--- src/rtl/ysyx_25040101_mem_arbiter.sv ---
// Two-master (IFU/LSU) arbiter onto a single memory port. One transaction at a time,
// LSU preferred on contention with a starvation counter that eventually forces an IFU win.
module ysyx_25040101_mem_arbiter #(
   parameter int STARVE_LIMIT = 4
) (
   input  logic        clk,
   input  logic        rst,
   input  logic        ifu_req_valid,
   output logic        ifu_req_ready,
   input  logic [31:0] ifu_addr,
   output logic        ifu_resp_valid,
   input  logic        ifu_resp_ready,
   output logic [31:0] ifu_rdata,
   input  logic        lsu_req_valid,
   output logic        lsu_req_ready,
   input  logic [31:0] lsu_addr,
   input  logic        lsu_wen,
   input  logic [31:0] lsu_wdata,
   input  logic [3:0]  lsu_wmask,
   output logic        lsu_resp_valid,
   input  logic        lsu_resp_ready,
   output logic [31:0] lsu_rdata,
   output logic        mem_req_valid,
   input  logic        mem_req_ready,
   output logic [31:0] mem_addr,
   output logic        mem_wen,
   output logic [31:0] mem_wdata,
   output logic [3:0]  mem_wmask,
   input  logic        mem_resp_valid,
   output logic        mem_resp_ready,
   input  logic [31:0] mem_rdata,
   output logic [1:0]  grant
);

   localparam logic [3:0] LIMIT = 4'(STARVE_LIMIT);

   typedef enum logic [2:0] {
      S_IDLE,
      S_IFU_REQ,
      S_IFU_RESP,
      S_LSU_REQ,
      S_LSU_RESP
   } state_t;

   state_t     r_state, w_next;
   logic [3:0] r_starve_cnt, w_starve_next;

   always_ff @(posedge clk or posedge rst) begin
      if (rst) begin
         r_state      <= S_IDLE;
         r_starve_cnt <= 4'd0;
      end else begin
         r_state      <= w_next;
         r_starve_cnt <= w_starve_next;
      end
   end

   always_comb begin
      w_next        = r_state;
      w_starve_next = r_starve_cnt;
      case (r_state)
         S_IDLE: begin
            if (lsu_req_valid && ifu_req_valid) begin
               // Contested: LSU wins until it has won LIMIT times in a row.
               if (r_starve_cnt < LIMIT) begin
                  w_next = S_LSU_REQ;
                  if (r_starve_cnt != 4'hF) w_starve_next = r_starve_cnt + 4'd1;
               end else begin
                  w_next        = S_IFU_REQ;
                  w_starve_next = 4'd0;
               end
            end else if (lsu_req_valid) begin
               w_next = S_LSU_REQ;
            end else if (ifu_req_valid) begin
               w_next        = S_IFU_REQ;
               w_starve_next = 4'd0;
            end
         end
         S_IFU_REQ: begin
            if (ifu_req_valid && mem_req_ready) w_next = S_IFU_RESP;
            else if (!ifu_req_valid)            w_next = S_IDLE;
         end
         S_IFU_RESP: if (mem_resp_valid && ifu_resp_ready) w_next = S_IDLE;
         S_LSU_REQ: begin
            if (lsu_req_valid && mem_req_ready) w_next = S_LSU_RESP;
            else if (!lsu_req_valid)            w_next = S_IDLE;
         end
         S_LSU_RESP: if (mem_resp_valid && lsu_resp_ready) w_next = S_IDLE;
         default:    w_next = S_IDLE;
      endcase
   end

   // Outputs are pure steering from the owner; non-owner and idle paths are zero.
   always_comb begin
      grant          = 2'b00;
      mem_req_valid  = 1'b0;
      mem_addr       = 32'd0;
      mem_wen        = 1'b0;
      mem_wdata      = 32'd0;
      mem_wmask      = 4'd0;
      mem_resp_ready = 1'b0;
      ifu_req_ready  = 1'b0;
      ifu_resp_valid = 1'b0;
      ifu_rdata      = 32'd0;
      lsu_req_ready  = 1'b0;
      lsu_resp_valid = 1'b0;
      lsu_rdata      = 32'd0;
      case (r_state)
         S_IFU_REQ: begin
            grant         = 2'b01;
            mem_req_valid = ifu_req_valid;
            mem_addr      = ifu_addr;
            ifu_req_ready = mem_req_ready;
         end
         S_IFU_RESP: begin
            grant          = 2'b01;
            ifu_resp_valid = mem_resp_valid;
            ifu_rdata      = mem_rdata;
            mem_resp_ready = ifu_resp_ready;
         end
         S_LSU_REQ: begin
            grant         = 2'b10;
            mem_req_valid = lsu_req_valid;
            mem_addr      = lsu_addr;
            mem_wen       = lsu_wen;
            mem_wdata     = lsu_wdata;
            mem_wmask     = lsu_wmask;
            lsu_req_ready = mem_req_ready;
         end
         S_LSU_RESP: begin
            grant          = 2'b10;
            lsu_resp_valid = mem_resp_valid;
            lsu_rdata      = mem_rdata;
            mem_resp_ready = lsu_resp_ready;
         end
         default: ;
      endcase
   end

endmodule

--- config.mk ---
export PLATFORM = sky130hd
export DESIGN_NAME = ysyx_25040101_mem_arbiter
export DESIGN_NICKNAME = d
export VERILOG_FILES = /design/src/rtl/ysyx_25040101_mem_arbiter.sv
export SDC_FILE = /design/constraint.sdc
export NUM_CORES = 1
export LEC_CHECK = 0
export ABC_AREA = 1
export BUFFER_PORTS_ARGS = -buffer_cell sky130_fd_sc_hd__buf_2
export CORE_AREA = 10 10 101 103
export CTS_CLUSTER_SIZE = 24
export DETAILED_ROUTE_END_ITERATION = 10
export DIE_AREA = 0 0 111 113
export GPL_TIMING_DRIVEN = 0
export PLACE_DENSITY = 0.76
export SLEW_MARGIN = 20
export SYNTH_ARGS = -nofsm -noshare
export SYNTH_HDL_FRONTEND = slang
export SYNTH_SLANG_ARGS = --single-unit
--- constraint.sdc ---
create_clock -name clk -period 1.1 [get_ports clk]
set_input_delay 0.055 -clock clk [delete_from_list [all_inputs] [get_ports clk]]
set_output_delay 0.055 -clock clk [all_outputs]
set_load 0.02 [all_outputs]
==> run metrics, run 1 <==
Tot Pwr=11300 uW; Max clock buf depth=2; Reg2Reg Setup Slack=-0.28 ns; Leakage=0.00304 uW; ys async rst share=100%; register area=between 150 and 200 um2; CP Class=flip-flop to output pin; n_diodes=0; RR Startpoint=r_state[1]$_DFFE_PP0P_; hold_sp=ifu_req_valid; crit path cell chain=buf_12, clkinv_8, nor2_4, nand2_8, clkbuf_16, nor2_4, buf_6; crit path from=r_state[1]$_DFFE_PP0P_; Worst EP arrival=between 1.5 and 2 ns; Power Density=1940 mW/mm2; Avg Cell Area, Syn=approximately 4.5 um2; RSZ-0062 raised after global routing=true; initial antenna violation count=0; Std-Cell Rows=33; share of power burned in registers=3.7%; clock network fraction of total power=3.1%; GRT Overall Usage=a little under a fifth; Min-Delay Path Depth=3; area of the multi-input gates=~0.0021 mm2; TritonCTS clock tree=built; CP dominant cell by count=nor2_4; Area contributors post-synth=nor2_1 26%, nand2_1 19%, inv_1 19%; final hold vios=0; filler instances=580; commonest non-fill, non-tap cell in the layout=buf_6; Post-DP HPWL=just over 10000 um; commonest non-fill, non-tap cells in the layout=147 x buf_6, 143 x buf_2, 109 x nor2_4, 78 x inv_1, 63 x nand2_2; core area=0.00813 mm2; # setup viols final=148; worst-case reg-to-reg path depth=8; slowest stage delay, CP=0.39 ns; Synth area leader=nor2_1; global-route wire length before repair=roughly 20000 um; DRT Pass-1 Iters=4; io pins=282; Iter 0 DRT Violations=151; Crit path max-delay family=buffers and inverters; logic gate share of total power=between 90% and 100%; P_sw=5790 uW; Area Growth Syn to Fin=268%; Distinct cells, synth=17; fmax=0.638 GHz; via-per-instance ratio=4.46; routed len/inst=approximately 18 um; Finished Layout Cells=776; clock transition at the registers of the reported paths=~0.040 ns; failing checks=negative setup slack; crit start category=flip-flop; peak fanout along the critical path=7; Root Driver=clkbuf_8; #FFs+latches synth=7; dpl cells=741; Final Critical Period=1.57 ns; Buffers & Inverters on Critical Path=4; setup ws final=-0.468 ns; DIE AREA=0.0125 mm2; die width=111 um; Clk Latency, worst-skew pair=0.22 ns; htree depth=1; nets@finish=slightly above 800; Post-Synthesis Cells=355; Max transition margin=81.4%; Post-synth top flop=dfrtp_1; worst path required time=roughly 1.0 ns; max_cap viols=0; peak supply drop=1.08 mV; ANT nets after route=0; reg-to-reg endpoint=r_state[1]$_DFFE_PP0P_; sequential fraction of the synthesis area=11.0%; Ys Warns=0; Via Count=between 3000 and 4000; Synth top area share=26.4%; Die Y=113 um; crit end category=output pin; EDFF count, synth=0; syn nets=497; status=finished with violations; Synth Cell Area=~0.0016 mm2; Setup Skew=0.000489 ns; Tightest Pin Transition=0.278 ns; max-slew violation count=0; clk sink count=7; largest net degree at the start of global routing=11; Post-Route WL=approximately 14000 um; starting density of the core=roughly a fifth; GRT Residual Overflow=0; vias in the first global route=3705; Port-buffer cells=roughly 280; share of post-route cells with drive strength above 1=79.0%; GP Congestion=about 0.92; CTS buffer count=3; Remaining DRCs=0; worst hold path class=primary input to flip-flop; switching share of power=51.0%; slowest cell on the critical path=dfrtp_2; Int Power=5560 uW; worst hold endpoint=r_state[1]$_DFFE_PP0P_; Final Cycle Share=143%
==> power groups by stage <==
| stage | Combinational (uW) | Sequential [uW] | Clock (uW) |
|---|---|---|---|
| after floorplan | 4750 | 392 | 0 |
| after global placement | 6580 | 397 | 0 |
| after detailed placement | 6710 | 404 | 0 |
| after CTS | 8970 | 434 | 365 |
| after global routing | 11100 | 421 | 396 |
| final | 10600 | 416 | 355 |
==> synthesized netlist by cell type, types with 2 or more instances <==
master / count
nand2_1: 82
inv_2: 2
inv_1: 80
nor2_1: 112
o21ai_0: 4
nand3_1: 39
dfrtp_1: 7
buf_2: 17
o21bai_1: 2
buf_1: 3
==> metal layers <==
metal	GRT usage (%)	wire length [um]	vias to the layer above
met5	0	0	-
met4	3.39	330	0
met3	6.13	1130	24
met2	37.1	8060	171
met1	18.3	4790	1602
li1	-	-	1662
==> worst max-delay path by stage <==
stage / slack, ns / cells past startpoint / endpoint
after floorplan: -0.03 / 5 / mem_addr[0]
after global placement: -0.28 / 5 / mem_addr[22]
after detailed placement: -0.35 / 5 / mem_addr[22]
after CTS: -0.42 / 6 / mem_req_valid
after global routing: -0.53 / 6 / lsu_rdata[4]
final: -0.47 / 7 / ifu_rdata[6]
==> sequential cells by signal, indices dropped and copies added, names as in the netlist <==
| signal | cells |
|---|---|
| r_starve_cnt | 4 |
| r_state | 3 |
==> through the flow <==
stage          TNS, ns  setup WS [ns]  hold WS [ns]  cell area (um2)  util [%]
6_report        -59.39         -0.468         0.163             5860      72.1
5_1_grt         -69.05         -0.530         0.165             5860      72.1
4_1_cts         -51.58         -0.418         0.123             5260      64.6
3_5_place_dp    -33.61         -0.348      -0.00343             4080      50.2
3_3_place_gp    -28.63         -0.282       -0.0102             4080      50.2
2_1_floorplan    -2.04        -0.0305        -0.142             2540         -
==> what timing repair did <==
item                                   in CTS  in global routing
cloned                                      2                  6
setup endpoints to repair                 148                148
endpoints found under the hold margin       7                  0
pin swaps                                   6                 38
hold buffers                                1                  0
gates resized for setup                   301                107
setup buffers                              12                 12
==> tightest hold or removal path: stages <==
cell and delay, ns:
buf_2 0.15, a21oi_1 0.09, nand2_1 0.05
==> area by class of cell <==
class | count | area share (%)
timing repair buffer | 312 | 46.8
multi-input combinational | 246 | 36.5
inverter | 82 | 5.64
buffer | 20 | 5.02
sequential | 7 | 3.03
tap | 105 | 2.24
clock buffer | 4 | 0.768
==> logic make-up after synthesis <==
logic type | Yosys count | synth area share, %
adders and majority gates | 1 | 0.785
AOI/OAI and AO/OA | 9 | 3.38
and+or+nand+nor | 236 | 59.5
buffers and inverters | 102 | 25.4
DFF | 7 | 11.0
Power figures use the tool's default switching activity.
==> inputs of run 2 (changes only) <==
--- a/config.mk
+++ b/config.mk
@@ -11,7 +11,6 @@
 export CTS_CLUSTER_SIZE = 24
 export DETAILED_ROUTE_END_ITERATION = 10
 export DIE_AREA = 0 0 111 113
-export GPL_TIMING_DRIVEN = 0
 export PLACE_DENSITY = 0.76
 export SLEW_MARGIN = 20
 export SYNTH_ARGS = -nofsm -noshare
==> run 2 against run 1 <==
  * The flow still finishes with violations (negative setup slack)
  * Non-clock buffer count down 8
  * Via count decreased by 1.7%
  * Critical path depth fell by 1
  * Cell area is 5.0% lower
  * Routed wire length decreased by 1.6%
  * First-iteration DRC count increased by 26%
  * Die area unchanged
  * Final cell count is 0.90% lower
  * Maximum frequency grew 3.9%
  * Highest routed layer unchanged
==> run metrics, run 2 (synthesis results as in run 1) <==
share of power burned in registers=4.2% (+0.5 points); DRT Pass-1 Iters=4 (unchanged); Final Critical Period=1.51 ns (-0.0592 ns); Max clock buf depth=2 (unchanged); logic gate share of total power=92.4% (-0.8 points); clock network fraction of total power=3.4% (+0.3 points); global-route wire length before repair=19800 um (-0.14%); Area Growth Syn to Fin=250%; DIE AREA=0.0125 mm2 (unchanged); peak supply drop=1.30 mV (+21%); Int Power=5140 uW (-7.5%); RSZ-0062 raised after global routing=true; initial antenna violation count=0 (unchanged); Post-DP HPWL=10100 um (-0.12%); fmax=0.663 GHz (+3.9%); area of the multi-input gates=0.00206 mm2 (-3.5%); htree depth=1 (unchanged); worst path required time=1.04 ns (about the same); largest register by flop count=r_starve_cnt; Final Cycle Share=137% (-5.4 points); Max transition margin=81.4% (about the same); setup ws final=-0.409 ns (+0.0592 ns); # setup viols final=148 (unchanged); routed len/inst=18.3 um (-0.73%); Clk Latency, worst-skew pair=0.23 ns (about the same); Setup Skew=0.00299 ns (+0.00250 ns); GP Congestion=0.899 (-1.8%); TritonCTS clock tree=built; CP Class=flip-flop to output pin; die width=111 um (unchanged); via-per-instance ratio=4.42 (-0.78%); Remaining DRCs=0 (unchanged); Port-buffer cells=281 (unchanged); worst hold path class=primary input to flip-flop; status=finished with violations; Leakage=0.00291 uW (-4.3%); filler instances=638 (+10%); Via Count=3401 (-1.7%); Std-Cell Rows=33 (unchanged); commonest non-fill, non-tap cell in the layout=buf_2; core area=0.00813 mm2 (unchanged); nets@finish=807 (-0.86%); crit start category=flip-flop; clk sink count=7 (unchanged); clock transition at the registers of the reported paths=0.04 ns (about the same); share of post-route cells with drive strength above 1=75.5% (-3.5 points); ANT nets after route=0 (unchanged); Die Y=113 um (unchanged); crit end category=output pin; Post-Place Setup Slack=-0.241 ns (+0.108 ns); CTS buffer count=3 (unchanged); starting density of the core=19.6% (unchanged); GRT Overall Usage=18.6% (-0.026 points); Post-Route WL=14100 um (-1.6%); commonest non-fill, non-tap cells in the layout=141 x buf_2, 130 x buf_6, 105 x nor2_4, 76 x inv_1, 40 x nand2_1; Iter 0 DRT Violations=191 (+26%); Tightest Pin Transition=0.279 ns (+0.000930 ns); register area=179 um2 (+0.70%); largest net degree at the start of global routing=34 (+23); failing checks=negative setup slack; max-slew violation count=0 (unchanged); final hold vios=0 (unchanged); peak fanout along the critical path=4 (-3); max_cap viols=0 (unchanged); Tot Pwr=10800 uW (-5.1%); vias in the first global route=3674 (-0.84%); io pins=282 (unchanged); biggest regs=r_starve_cnt x4, r_state x3; Root Driver=clkbuf_8; max reg flops=4 (unchanged); Worst EP arrival=1.45 ns (-0.06 ns); GRT Residual Overflow=0 (unchanged); n_diodes=0 (unchanged); switching share of power=52.2% (+1.2 points); Power Density=1930 mW/mm2 (-0.12%); P_sw=5630 uW (-2.9%)
-- run 2: cell types whose count changed in the layout (fill, tap and decap cells not counted), moves of 7 or more --
cell     before  now
nand2_2      63   37
buf_4        15   33
nand2_4       9    2
buf_6       147  130
nand2_1       8   40
nand3_1      34   23
nand3_2       3   16
-- run 2: final timing paths --
path | from | end | slack [ns] | depth (start not counted)
max | r_state[0]$_DFFE_PP0P_ | lsu_rdata[20] | -0.41 | 6
min | ifu_req_valid | r_starve_cnt[3]$_DFFE_PP0P_ | 0.16 | 4
max reg2reg | r_state[0]$_DFFE_PP0P_ | r_starve_cnt[0]$_DFFE_PP0P_ | -0.39 | 8
min reg2reg | r_starve_cnt[3]$_DFFE_PP0P_ | r_starve_cnt[3]$_DFFE_PP0P_ | 0.49 | 2
max in group asynchronous | rst | r_state[2]$_DFFE_PP0P_ | 0.55 | 3
min in group asynchronous | rst | r_starve_cnt[3]$_DFFE_PP0P_ | 0.32 | 3
-- run 2: metal layers --
layer / wire [um] / GRT usage, % / vias up
met5: 0 / 0 / -
met4: 351 / 4.69 / 0
met2: 7880 / 36.5 / 171
met3: 967 / 4.70 / 29
met1: 4880 / 19.1 / 1560
li1: - / - / 1641
-- run 2: repair_timing --
action | 4_1_cts | 5_1_grt
resized for setup | 213 | 112
endpoints found under the hold margin | 7 | 0
hold buffers | 1 | 0
pin swaps | 4 | 10
buffers inserted | 6 | 5
cloned | 1 | 8
setup endpoints to repair | 148 | 148
-- run 2: worst max-delay path, cell delays in order (launching register included) --
cell and delay [ns]:
dfrtp_2 0.45, nor2_4 0.21, buf_6 0.15, nand2_8 0.06, buf_6 0.14, nor2_4 0.08
buf_6 0.12
-- run 2: layout make-up --
cell class              instances  area share [%]
repair buffers                324            50.9
inverters                      82            5.62
flip-flops and latches          7            3.21
clock buffers                   4           0.809
multi-input cells             247            37.1
well taps                     105            2.36
-- run 2: stage by stage --
step	area, um2	hold WS (ns)	utilization (%)	std cells	TNS, ns
6_report	5570	0.160	68.5	769	-52.36
5_1_grt	5570	0.179	68.5	769	-61.42
4_1_cts	5000	0.126	61.4	757	-50.29
3_5_place_dp	4220	0.0000801	51.9	745	-25.77
3_3_place_gp	4220	-0.0129	51.9	745	-21.62
2_1_floorplan	2540	-0.142	-	355	-2.04
-- run 2: power by group through the flow --
stage | logic (uW) | clock network, uW | registers (uW)
floorplan | 4750 | 0 | 392
global placement | 7000 | 0 | 412
detailed placement | 7120 | 0 | 419
CTS | 8530 | 372 | 439
global route | 10500 | 388 | 459
finish | 9950 | 364 | 449
